==> src/rtl/hamming_tx_encoder.sv <==
`default_nettype none
// ============================================================================
//  Module      : hamming_tx_encoder
//  Description : Accepts 11-bit payloads over a valid/ready handshake, encodes
//                each into a Hamming(15,11) codeword (with an optional single
//                bit flip for exercising the receive-side checker), presents
//                the word in parallel and then serializes it as a framed line:
//                start bit (0), 15 code bits LSB first, stop bit (1).
//  Revision    : 1.0  initial release
// ----------------------------------------------------------------------------
//  Parameters
//    CLKS_PER_BIT  clock cycles each serial bit is held on tx_line (>= 1)
//  Ports
//    clk         in   1   system clock, rising edge
//    rst         in   1   synchronous active-high reset
//    data_in     in  11   payload to encode
//    in_valid    in   1   payload present
//    in_ready    out  1   block can accept (IDLE and not in reset)
//    inj_en      in   1   flip one codeword bit for this payload
//    inj_pos     in   4   codeword index to flip (0..14); 15 = no flip
//    codeword    out 15   registered encoded word (including injected flip)
//    cw_valid    out  1   one-cycle pulse the cycle after accept
//    tx_line     out  1   serial line, idles high
//    busy        out  1   high while a frame is in flight
//    frame_done  out  1   one-cycle pulse on the first IDLE cycle after a frame
// ============================================================================
module hamming_tx_encoder #(
  parameter int CLKS_PER_BIT = 4
) (
  input  logic        clk,
  input  logic        rst,
  input  logic [10:0] data_in,
  input  logic        in_valid,
  output logic        in_ready,
  input  logic        inj_en,
  input  logic [3:0]  inj_pos,
  output logic [14:0] codeword,
  output logic        cw_valid,
  output logic        tx_line,
  output logic        busy,
  output logic        frame_done
);

  // Bit-period counter is at least one bit wide so CLKS_PER_BIT=1 still
  // produces a legal (always-zero) counter.
  localparam int              CNT_W    = (CLKS_PER_BIT > 1) ? $clog2(CLKS_PER_BIT) : 1;
  localparam logic [CNT_W-1:0] CNT_LAST = CNT_W'(CLKS_PER_BIT - 1);
  localparam logic [CNT_W-1:0] CNT_ONE  = CNT_W'(1);
  localparam logic [3:0]       BIT_LAST = 4'd14;

  // Parity coverage masks over the 15-bit word (index 0 = LSB). Each parity
  // bit sits at Hamming position 2^k, i.e. index 0, 1, 3 and 7.
  localparam logic [14:0] P0_MASK = 15'h5554;  // cw[2,4,6,8,10,12,14]
  localparam logic [14:0] P1_MASK = 15'h6664;  // cw[2,5,6,9,10,13,14]
  localparam logic [14:0] P3_MASK = 15'h7870;  // cw[4,5,6,11,12,13,14]
  localparam logic [14:0] P7_MASK = 15'h7F00;  // cw[8..14]

  localparam logic [1:0] S_IDLE  = 2'd0;
  localparam logic [1:0] S_START = 2'd1;
  localparam logic [1:0] S_DATA  = 2'd2;
  localparam logic [1:0] S_STOP  = 2'd3;

  logic [1:0]       state;
  logic [1:0]       state_next;
  logic [CNT_W-1:0] clk_cnt;
  logic [CNT_W-1:0] clk_cnt_next;
  logic [3:0]       bit_idx;
  logic [3:0]       bit_idx_next;

  logic             accept;
  logic             bit_end;

  logic [14:0]      data_placed;
  logic             p0;
  logic             p1;
  logic             p3;
  logic             p7;
  logic [14:0]      enc_word;
  logic [14:0]      flip_mask;
  logic [14:0]      enc_final;

  logic             tx_next;
  logic             busy_next;
  logic             done_next;

  // --------------------------------------------------------------------------
  // Handshake
  // --------------------------------------------------------------------------
  // Gating with rst makes a reset cycle refuse a simultaneous in_valid.
  assign in_ready = (state == S_IDLE) && !rst;
  assign accept   = in_valid && in_ready;
  assign bit_end  = (clk_cnt == CNT_LAST);

  // --------------------------------------------------------------------------
  // Encoder: place data bits in their non-power-of-two slots, derive parity
  // from the placed word, then apply the optional single-bit flip.
  // --------------------------------------------------------------------------
  always_comb begin
    data_placed = {data_in[6:0], 1'b0, data_in[9:7], 1'b0, data_in[10], 2'b00};
    p0          = ^(data_placed & P0_MASK);
    p1          = ^(data_placed & P1_MASK);
    p3          = ^(data_placed & P3_MASK);
    p7          = ^(data_placed & P7_MASK);
    enc_word    = data_placed | {7'b0, p7, 3'b0, p3, 1'b0, p1, p0};

    // inj_pos = 15 addresses no bit, so it never flips anything.
    flip_mask = '0;
    if (inj_en && (inj_pos != 4'hF)) begin
      flip_mask = 15'd1 << inj_pos;
    end
    enc_final = enc_word ^ flip_mask;
  end

  // --------------------------------------------------------------------------
  // FSM state register
  // --------------------------------------------------------------------------
  always_ff @(posedge clk) begin
    if (rst) begin
      state   <= S_IDLE;
      clk_cnt <= '0;
      bit_idx <= '0;
    end else begin
      state   <= state_next;
      clk_cnt <= clk_cnt_next;
      bit_idx <= bit_idx_next;
    end
  end

  // --------------------------------------------------------------------------
  // FSM next-state logic
  // --------------------------------------------------------------------------
  always_comb begin
    state_next   = state;
    clk_cnt_next = clk_cnt;
    bit_idx_next = bit_idx;
    case (state)
      S_IDLE: begin
        if (accept) begin
          state_next   = S_START;
          clk_cnt_next = '0;
          bit_idx_next = '0;
        end
      end
      S_START: begin
        if (bit_end) begin
          state_next   = S_DATA;
          clk_cnt_next = '0;
          bit_idx_next = '0;
        end else begin
          clk_cnt_next = clk_cnt + CNT_ONE;
        end
      end
      S_DATA: begin
        if (bit_end) begin
          clk_cnt_next = '0;
          if (bit_idx == BIT_LAST) begin
            state_next = S_STOP;
          end else begin
            bit_idx_next = bit_idx + 4'd1;
          end
        end else begin
          clk_cnt_next = clk_cnt + CNT_ONE;
        end
      end
      S_STOP: begin
        if (bit_end) begin
          state_next   = S_IDLE;
          clk_cnt_next = '0;
          bit_idx_next = '0;
        end else begin
          clk_cnt_next = clk_cnt + CNT_ONE;
        end
      end
      default: begin
        state_next   = S_IDLE;
        clk_cnt_next = '0;
        bit_idx_next = '0;
      end
    endcase
  end

  // --------------------------------------------------------------------------
  // FSM output logic
  // --------------------------------------------------------------------------
  // Outputs are decoded from the *next* state and registered below, so the
  // registered tx_line/busy line up with the state register cycle for cycle
  // and tx_line can only move when the state or bit index moves.
  always_comb begin
    tx_next = 1'b1;
    case (state_next)
      S_START: tx_next = 1'b0;
      S_DATA:  tx_next = codeword[bit_idx_next];
      default: tx_next = 1'b1;
    endcase
    busy_next = (state_next != S_IDLE);
    done_next = (state == S_STOP) && (state_next == S_IDLE);
  end

  // --------------------------------------------------------------------------
  // Output and datapath registers
  // --------------------------------------------------------------------------
  // codeword is loaded on the accept edge; DATA is at least one START bit
  // period later, so the serializer always reads the freshly loaded word.
  always_ff @(posedge clk) begin
    if (rst) begin
      codeword   <= '0;
      cw_valid   <= 1'b0;
      tx_line    <= 1'b1;
      busy       <= 1'b0;
      frame_done <= 1'b0;
    end else begin
      cw_valid   <= accept;
      tx_line    <= tx_next;
      busy       <= busy_next;
      frame_done <= done_next;
      if (accept) begin
        codeword <= enc_final;
      end
    end
  end

endmodule
`default_nettype wire

==> config.mk <==
export PLATFORM = sky130hd
export DESIGN_NAME = hamming_tx_encoder
export DESIGN_NICKNAME = d
export VERILOG_FILES = /design/src/rtl/hamming_tx_encoder.sv
export SDC_FILE = /design/constraint.sdc
export NUM_CORES = 1
export LEC_CHECK = 0
export CORE_MARGIN = 4
export CORE_UTILIZATION = 30
export DETAILED_ROUTE_END_ITERATION = 16
export PLACE_DENSITY_LB_ADDON = 0.08
export SLEW_MARGIN = 25
export SYNTH_ARGS = -nofsm -noshare
export SYNTH_HDL_FRONTEND = slang
export SYNTH_SLANG_ARGS = --single-unit
==> constraint.sdc <==
create_clock -name clk -period 3.1 [get_ports clk]
set_input_delay 0.775 -clock clk [delete_from_list [all_inputs] [get_ports clk]]
set_output_delay 0.775 -clock clk [all_outputs]
set_load 0.02 [all_outputs]
## Word level (Yosys, flattened, before mapping)

Cells that the tools add are included.
Widths: inputs -> output; s select.

- Output and inout bits: 20
- Input bits: 19
- Word-level logic and storage cells: 55
- Flip-flop bits (word level): 27

- $add $sub $neg: 2
- Magnitude comparators: 1
- Mux-type cells: 18
- Reductions and logical operators: 14
- Equal/unequal tests: 9
- Shift operators: 1
- Bitwise logic cells: 2

Operators with widths:

| kind | number |
|---|---|
| $reduce_xor 15->1 | 4 |
| $mux 4 | 4 |
| $mux 15 | 1 |
| $or 15x8->15 | 1 |
| $shl 1x4->15 const A | 1 |
| $xor 15x15->15 | 1 |
| $mux 2 | 7 |
| $pmux 4 s3 | 1 |
| $eq 2x2->1 const B | 4 |
| $pmux 2 s4 | 1 |
| $lt 4x5->1 const B | 1 |
| $add 4x1->4 const B | 1 |
| $bmux 1 s4 | 1 |
| $eq 2x1->1 const B | 2 |
| $eq 4x4->1 const B | 1 |
| $logic_and 1x1->1 | 4 |
| $logic_not 2->1 | 2 |
| $ne 4x4->1 const B | 1 |
| $pmux 2 s2 | 1 |
| $reduce_or 3->1 | 1 |
| $add 2x1->2 const B | 1 |
| $ne 2x2->1 const B | 1 |
| $pmux 1 s2 | 1 |
| $reduce_bool 2->1 | 1 |
| 3 further kinds | 3 |

## Longest topological paths before layout

Gate-level depths: netlist of run 1.

- Depth in word-level cells: 8
- Mapped depth: 9
- Mapped depth without buffers: 9

## Least setup slack after synthesis of run 1

Ideal clock, no wire load.

- Path kind: in2reg
- From: input port in_valid
- To: register tx_line
- Library setup time: 0.124 ns
- Path buffers: 0
- Arrival: 2.317 ns
- Required time: 2.976 ns
- Stages on the path: 7
- Slack: 0.658 ns
- Cell sequence: nor2b_1 or3_4 o211ai_4 mux2_4 a221o_1 a211oi_2 a211oi_2

- Cells in the longest elaborated chain, start to end: 6
- Elaborated cells on any way between the ends: 10
- Classes of those cells: 2 x eq/ne; 7 x mux; 1 x reduce/logical

Ends and longest elaborated chain:

| what | line | text |
|---|---|---|
| from (decl) | 33 | `input logic in_valid,` |
| $logic_and 1x1->1 * | 91 | `assign accept = in_valid && in_ready;` |
| $mux 4 | 138 | `if (accept) begin` |
| $pmux 4 s3 | 136 | `case (state)` |
| $bmux 1 s4 | 192 | `S_DATA: tx_next = codeword[bit_idx_next];` |
| $mux 1 (not written as such) | 192 |  |
| $pmux 1 s2 * | 190 | `case (state_next)` |
| to (signal assigned) | 213 | `tx_line <= tx_next;` |
| to (decl) | 39 | `output logic tx_line,` |

Mark *: on every way between the ends. The rest lies on a longest branch, timed or not. The select of a mux whose other input is x is not followed.
A chain may end at the register's enable or synchronous reset.

## Worst setup path after layout of run 1

- From: input port rst
- To: output port in_ready

- Cells in the longest elaborated chain, start to end: 2

Ends and longest elaborated chain:

| what | line | text |
|---|---|---|
| from (decl) | 31 | `input logic rst,` |
| $logic_not 1->1 | 90 | `assign in_ready = (state == S_IDLE) && !rst;` |
| $logic_and 1x1->1 | 90 |  |
| to (decl) | 34 | `output logic in_ready,` |

Every way passes these cells.

==> run metrics, run 1 <==
CTS tree=done; later-pin clock latency in the skew report=270 ps; number of routed nets with antenna violations=0; row count=28; drt wl/cell=14.22 um; Least-Margin Pin Slew=516.9 ps; Critical Path Slowest Stage Cell=clkdlybuf4s50_1; worst-path fanout max=4; Worst slew margin=65.17%; H-Tree Depth=1; met3 usage=2.017%; Gates resized, CTS repair=0; FFs w/ async S/R, synth=0%; fill count=610; Max Clk Rate=344.5 MHz; Worst Skew=3.263 ps; first-pass GRT wire length=8052 um; post-synth cell types=46; Hold Path Class=reg2reg; Inserted Diodes=0; XOR/XNOR share of the synthesized area=16.46%; crit path capture=in_ready; synthesis warning total=0; post-route cell area=2326 um^2; CTS Sinks=27; vias in the first global route=1,649; cell area after synthesis=1809 um^2; Initial Utilization=30.74%; initial antenna violation count=0; clock root buffer master=clkbuf_8; Worst path max stage delay=660 ps; maximum clock insertion buffer count=2; Critical Path Most Common Cell=clkdlybuf4s50_1; Final Max Slew Viols=0; DR vias/cell=4.875; Post-synth EDFFs=0; Total Routed Length=4678 um; grt ovf=0; CP Capture Type=output port; Crit Path Category=in2out; worst hold margin=496.8 ps; setup TNS=0 ps; most common cell after layout, fill and taps aside=clkdlybuf4s50_1; Post-CTS Hold Buffers=0; IO Port Bufs=38; num ports=39; met1 Resource Use GR=19.02%; fin crit share=93.65%; largest family of logic cells by synthesized area=simple AND/OR/NAND/NOR gates; hpwl dp=3627 um; pin count of the biggest net entering global routing=29; DP Area=2281 um^2; Critical Path Source=rst; fin nets=277; power per standard cell area=365.8 nW/um^2; most frequent cells in the layout=clkdlybuf4s50_1, xnor2_1, dfxtp_1; FF-to-FF path depth=9; vias after detailed routing=1,604; final hold viol count=0; data arrival time of the critical path=2130 ps; cts bufs inserted=3; Synth Area in Adders=2.075%; layout overhead on the synthesized area=28.56%; reg2reg end=tx_line; Die ar.=7338 um^2; layout cells sized above 1=8.268%; cells along the critical path=clkdlybuf4s50_1 -> nor3_1 -> clkdlybuf4s50_1; R2R setup slack=540 ps; r2r startpoint=bit_idx[0]; Lkg Pwr=0.8199 nW; Mapped Nets=237; fin worst setup slack=196.9 ps; #FFs+latches synth=27; Chip Width=85.66 um; unrepaired setup endpoints after global routing=false; Post-Syn Instances=215; routability cong.=0.8895; Avg Cell Area, Syn=8.415 um^2; Chip Height=85.66 um; total global-route track usage=13.47%; worst slack, placed=98.81 ps; final setup fails=0; Synth Flop Type=dfxtp_1; core area=5886 um^2; Post-CTS Setup Bufs=0; post-synthesis mux area share=3.734%; clock period minus worst slack=2903 ps; final non-filler cell total=329; sequential fraction of the synthesis area=29.88%; crit start category=input port; status=completed; first drt pass iteration count=4; Clock Pin Slew Worst Setup and Hold Paths=90 ps; Compound-Gate Fraction of Synth Area=17.43%; gr busiest metal=met2; grt met2 use=21.05%; DRC Markers=0; placed insts=325; Critical Path RT=2320 ps; MaxCap Viol Count=0; Simple-Gate Fraction of Synth Area=25.73%; Iter 0 DRT Violations=68; Max IR drop VDD=0.0001433 V
[stage by stage]
step	power, W	util (%)
after CTS	0.0008680	39.52
final	0.0008509	39.52
after detailed placement	0.0006619	38.75
after global routing	0.0008993	39.52
after floorplan	0.0005509	-
after global placement	0.0006634	38.75
[final cells by class]
class                   instances  area [um^2]  area share [%]
multi-input cells             170         1184           50.89
flip-flops and latches         27        540.5           23.24
repair buffers                 45        432.9           18.61
well taps                      75        93.84           4.034
clock buffers                   4        45.04           1.937
inverters                       8        30.03           1.291
[worst min-delay path by stage]
| stage | endpoint | from | cells after the start | slack, ps |
|---|---|---|---|---|
| 2_1_floorplan | clk_cnt[1] | clk_cnt[1] | 2 | 470 |
| 3_3_place_gp | clk_cnt[1] | clk_cnt[1] | 2 | 480 |
| 3_5_place_dp | clk_cnt[1] | clk_cnt[1] | 2 | 490 |
| 4_1_cts | clk_cnt[1] | clk_cnt[1] | 2 | 500 |
| 5_1_grt | clk_cnt[1] | clk_cnt[1] | 2 | 530 |
| 6_report | clk_cnt[1] | clk_cnt[1] | 2 | 500 |
[cell families (layout without fill, tap and decap cells)]
logic type | Yosys count | count (layout)
fa+ha+maj | 3 | 3
compound gates | 46 | 46
flops | 27 | 27
buf+inv | 18 | 57
xor+xnor | 34 | 34
simple gates | 81 | 81
mux | 6 | 6
[flip-flops by register name, summed over array words and instances (netlist names)]
register    flops
tx_line         1
clk_cnt         2
codeword       15
cw_valid        1
bit_idx         4
frame_done      1
state           2
busy            1
[per-layer routing]
layer  vias to the layer above  share of wire (%)
met3                         4                4.3
met4                         0                1.3
li1                        832                  -
met5                         -                  0
met1                       727                 49
met2                        41                 46
[where the power goes]
part           leakage, nW  switching (W)  internal (W)
sequential           0.221      0.0000206      0.000373
clock               0.0228       0.000108     0.0000920
combinational        0.576       0.000126      0.000131
[worst max-delay path, delay by kind of cell]
family | cells | cell delay [ps]
buffers and inverters | 2 | 1130
AND/OR/NAND/NOR | 1 | 230
[synthesized netlist by cell type (4+ instances only)]
cell      number  area share (%)
clkbuf_1       6             1.2
nand2b_1       4             1.4
nand2_1        8             1.7
nor2b_1        8             2.8
inv_1          8             1.7
nor3_1         6             1.7
dfxtp_1       27              30
o21ai_0       17             4.7
nand3b_1      16             6.6
xor2_1         6             2.9
nor2_1        21             4.4
a21oi_1        9             2.5
xnor2_1       28              14
No activity file was read; power rests on OpenSTA's default activity.
==> run 2, diff against run 1 <==
--- a/config.mk
+++ b/config.mk
@@ -5,6 +5,7 @@
 export SDC_FILE = /design/constraint.sdc
 export NUM_CORES = 1
 export LEC_CHECK = 0
+export CORE_ASPECT_RATIO = 1.4
 export CORE_MARGIN = 4
 export CORE_UTILIZATION = 30
 export DETAILED_ROUTE_END_ITERATION = 16
==> run metrics, run 2 (synthesized netlist as in run 1, its figures left out) <==
vias in the first global route=1,630; Crit path max-delay family=buffers and inverters; CTS Sinks=27; Cells on Worst Hold Path=2; row count=33; CP Capture Type=output port; number of routed nets with antenna violations=0; Total Routed Length=4887 um; fill count=632; data arrival time of the critical path=2110 ps; vias after detailed routing=1,621; status=completed; pin count of the biggest net entering global routing=29; Iter 0 DRT Violations=52; Inserted Diodes=0; worst hold margin=501.3 ps; DR vias/cell=5.003; Worst Skew=1.714 ps; Final Max Slew Viols=0; Gates resized, CTS repair=0; clock group share of total power=24.1%; Critical Path RT=2320 ps; clock period minus worst slack=2889 ps; worst-path fanout max=4; switching pwr=0.0002632 W; maximum clock insertion buffer count=2; layout cells sized above 1=8.661%; fin nets=277; IO Port Bufs=38; r2r startpoint=clk_cnt[0]; clock root buffer master=clkbuf_8; drt wl/cell=15.08 um; R2R setup slack=610 ps; top flop regs=codeword (15), bit_idx (4); core area=5863 um^2; most common cell after layout, fill and taps aside=clkdlybuf4s50_1; Chip Width=73.64 um; crit start category=input port; DRC Markers=0; final hold viol count=0; footprint of the multi-input gates=1184 um^2; Max Clk Rate=346.1 MHz; Initial Utilization=30.86%; setup TNS=0 ps; later-pin clock latency in the skew report=270 ps; first-pass GRT wire length=7824 um; total global-route track usage=13.71%; reg2reg end=tx_line; Critical Path Slowest Stage Cell=clkdlybuf4s50_1; cts bufs inserted=3; MaxCap Viol Count=0; Die ar.=7355 um^2; CTS tree=done; Post-CTS Setup Bufs=0; Least-Margin Pin Slew=496.1 ps; Post-CTS Hold Buffers=0; Hold EP=clk_cnt[1]; Critical Path Most Common Cell=clkdlybuf4s50_1; hold_sp=clk_cnt[1]; FF-to-FF path depth=7; Comb power frac=29.8%; cells along the critical path=clkdlybuf4s50_1 -> nor3_1 -> clkdlybuf4s50_1; num ports=39; final setup fails=0; sw frac=30.71%; Chip Height=99.89 um; Lkg Pwr=0.8243 nW; H-Tree Depth=1; Max IR drop VDD=0.0001452 V; fin crit share=93.20%; Flop pwr share=46.1%; Worst path max stage delay=650 ps; most frequent cells in the layout=clkdlybuf4s50_1, xnor2_1, dfxtp_1; Biggest register=codeword; initial antenna violation count=0; Clock Pin Slew Worst Setup and Hold Paths=100 ps; CP bufs+invs=2; FF+latch area=540.5 um^2; Worst slew margin=66.58%; max FFs per register=15; Crit Path Category=in2out; placed insts=320; hpwl dp=3998 um; first drt pass iteration count=4; layout overhead on the synthesized area=28.29%; routability cong.=0.7706; grt ovf=0; power per standard cell area=369.2 nW/um^2; final non-filler cell total=324; internal power=0.0005938 W; Hold Path Class=reg2reg; unrepaired setup endpoints after global routing=false
run 2: cell types whose count changed in the layout (fill, tap and decap cells not counted):
cell      previous run  this run
clkbuf_1             1         0
clkinv_2             0         1
run 2: how the worst max path moves through the flow:
| stage | startpoint | endpoint | cells past startpoint |
|---|---|---|---|
| finish | rst | in_ready | 3 |
| global route | rst | in_ready | 3 |
| CTS | rst | in_ready | 3 |
| detailed placement | rst | tx_line | 9 |
| global placement | rst | tx_line | 9 |
| floorplan | in_valid | tx_line | 7 |
run 2: worst register-to-register path: stages (launching register included):
cell	delay, ps
dfxtp_1	370
ha_1	430
nor2b_1	180
o21ai_0	460
and3_4	320
mux2_2	340
o211ai_1	190
a211oi_2	90
run 2: cell type report:
type                    instances  share of cell area (%)
multi-input cells             170                   51.00
flip-flops and latches         27                   23.29
repair buffers                 45                   18.65
well taps                      70                   3.774
clock buffers                   3                   1.779
inverters                       8                   1.294
clock inverters                 1                  0.2156
run 2: per-stage QoR:
| stage | total power (W) | instance area (um^2) | util (%) | worst slack, ps |
|---|---|---|---|---|
| detailed placement | 0.0006633 | 2275 | 38.80 | 115.1 |
| global placement | 0.0006642 | 2275 | 38.80 | 148.4 |
| CTS | 0.0008727 | 2321 | 39.59 | 200.2 |
| floorplan | 0.0005509 | 1809 | - | 658.3 |
| global route | 0.0009079 | 2321 | 39.59 | 73.22 |
| finish | 0.0008570 | 2321 | 39.59 | 210.9 |
run 2: power by group through the flow:
stage	combinational (W)	clock, W	sequential (W)
global placement	0.000259	0	0.000405
detailed placement	0.000259	0	0.000404
CTS	0.000260	0.000216	0.000397
finish	0.000256	0.000206	0.000395
floorplan	0.000126	0	0.000425
global route	0.000280	0.000229	0.000400
run 2: layer usage:
metal / GRT usage [%] / share of wire [%] / vias to the layer above
met5: 0 / 0 / -
met4: 4.184 / 1.6 / 0
met3: 1.403 / 3.3 / 7
met2: 26.91 / 56 / 35
met1: 14.71 / 39 / 747
li1: - / - / 832
==> run 3, diff against run 2 <==
==> constraint.sdc (replaced) <==
create_clock -name clk -period 3.6 [get_ports clk]
set_input_delay 0.9 -clock clk [delete_from_list [all_inputs] [get_ports clk]]
set_output_delay 0.9 -clock clk [all_outputs]
set_load 0.02 [all_outputs]
==> run metrics, run 3 (synthesized netlist as in run 1, its figures left out) <==
first drt pass iteration count=4; first-pass GRT wire length=7665 um; cts bufs inserted=3; Biggest register=codeword; vias in the first global route=1,570; core area=5863 um^2; Least-Margin Pin Slew=528.0 ps; number of routed nets with antenna violations=0; Die ar.=7355 um^2; maximum clock insertion buffer count=2; Lkg Pwr=0.8017 nW; cells along the critical path=clkdlybuf4s50_1 -> nor3_1 -> clkdlybuf4s50_1; most common cell after layout, fill and taps aside=clkdlybuf4s50_1; Gates resized, CTS repair=0; status=completed; hold_sp=clk_cnt[1]; most frequent cells in the layout=clkdlybuf4s50_1, xnor2_1, dfxtp_1; power per standard cell area=318.5 nW/um^2; fin util=39.05%; Chip Height=99.89 um; Total Routed Length=4779 um; CP bufs+invs=2; unrepaired setup endpoints after global routing=false; clock root buffer master=clkbuf_8; top flop regs=codeword (15), bit_idx (4); IO Port Bufs=38; CTS tree=done; DRC Markers=0; data arrival time of the critical path=2230 ps; final hold viol count=0; Post-CTS Hold Buffers=0; setup TNS=0 ps; Max IR drop VDD=0.0001313 V; drt wl/cell=14.93 um; routability cong.=0.8027; grt ovf=0; initial antenna violation count=0; Worst slew margin=64.43%; Critical Path RT=2700 ps; CTS Sinks=27; R2R setup slack=1060 ps; row count=33; Inserted Diodes=0; FF-to-FF path depth=9; Critical Path Most Common Cell=clkdlybuf4s50_1; max FFs per register=15; CP Capture Type=output port; Max Clk Rate=319.0 MHz; hpwl dp=3914 um; total global-route track usage=13.56%; fin crit share=87.07%; Critical Path Slowest Stage Cell=clkdlybuf4s50_1; layout overhead on the synthesized area=26.56%; later-pin clock latency in the skew report=270 ps; Critical Path Source=rst; Post-CTS Setup Bufs=0; reg2reg end=tx_line; Hold Path Class=reg2reg; Hold EP=clk_cnt[1]; Final Max Slew Viols=0; r2r startpoint=bit_idx[0]; final setup fails=0; worst hold margin=506.2 ps; Cells on Worst Hold Path=2; H-Tree Depth=1; fin nets=273; Initial Utilization=30.86%; Crit Path Category=in2out; clock period minus worst slack=3134 ps; DR vias/cell=5.016; Clock Pin Slew Worst Setup and Hold Paths=90 ps; Worst path max stage delay=650 ps; vias after detailed routing=1,605; num ports=39; layout cells sized above 1=6.800%; Iter 0 DRT Violations=39; Crit path max-delay family=buffers and inverters; crit start category=input port; Worst Skew=3.763 ps; MaxCap Viol Count=0; worst-path fanout max=4; Chip Width=73.64 um; pin count of the biggest net entering global routing=29
[run 3: cell count changes in the layout (fill, tap and decap cells not counted), sizes merged]
cell / before / now
buf: 7 / 3
clkbuf: 3 / 4
clkinv: 1 / 0
[run 3: power breakdown]
group          internal, W  switching (W)  leakage (nW)
sequential        0.000321      0.0000181         0.221
combinational     0.000111       0.000108         0.557
clock            0.0000792      0.0000910        0.0228
[run 3: tightest hold or removal path, stage by stage (launching register included)]
cell and delay (ps):
dfxtp_1 320, nand3b_1 80, a21oi_1 60
[run 3: per-stage QoR]
step / instance area, um^2 / worst slack (ps) / std cells / power, W
after detailed placement: 2245 / 366.7 / 316 / 0.0005697
after CTS: 2290 / 446.5 / 320 / 0.0007483
after global placement: 2245 / 400.9 / 316 / 0.0005704
after floorplan: 1809 / 1033 / 215 / 0.0004744
after global routing: 2290 / 358.8 / 320 / 0.0007745
final: 2290 / 465.5 / 320 / 0.0007293
[run 3: worst max path at each step]
stage	to	depth (start not counted)
2_1_floorplan	tx_line	7
3_3_place_gp	tx_line	8
3_5_place_dp	tx_line	8
4_1_cts	in_ready	3
5_1_grt	in_ready	3
6_report	in_ready	3
[run 3: routing by layer]
layer / up-vias / share of wire [%] / track usage [%]
met3: 7 / 2.8 / 1.603
li1: 821 / - / -
met4: 0 / 2.5 / 5.579
met1: 745 / 40 / 14.64
met5: - / 0 / 0
met2: 32 / 55 / 25.68
[run 3: final cells by class]
type / instances / area (um^2)
flip-flops and latches: 27 / 540.5
fillers: 646 / 3573
clock buffers: 4 / 45.04
multi-input cells: 170 / 1184
repair buffers: 41 / 402.9
inverters: 8 / 30.03
well taps: 70 / 87.58
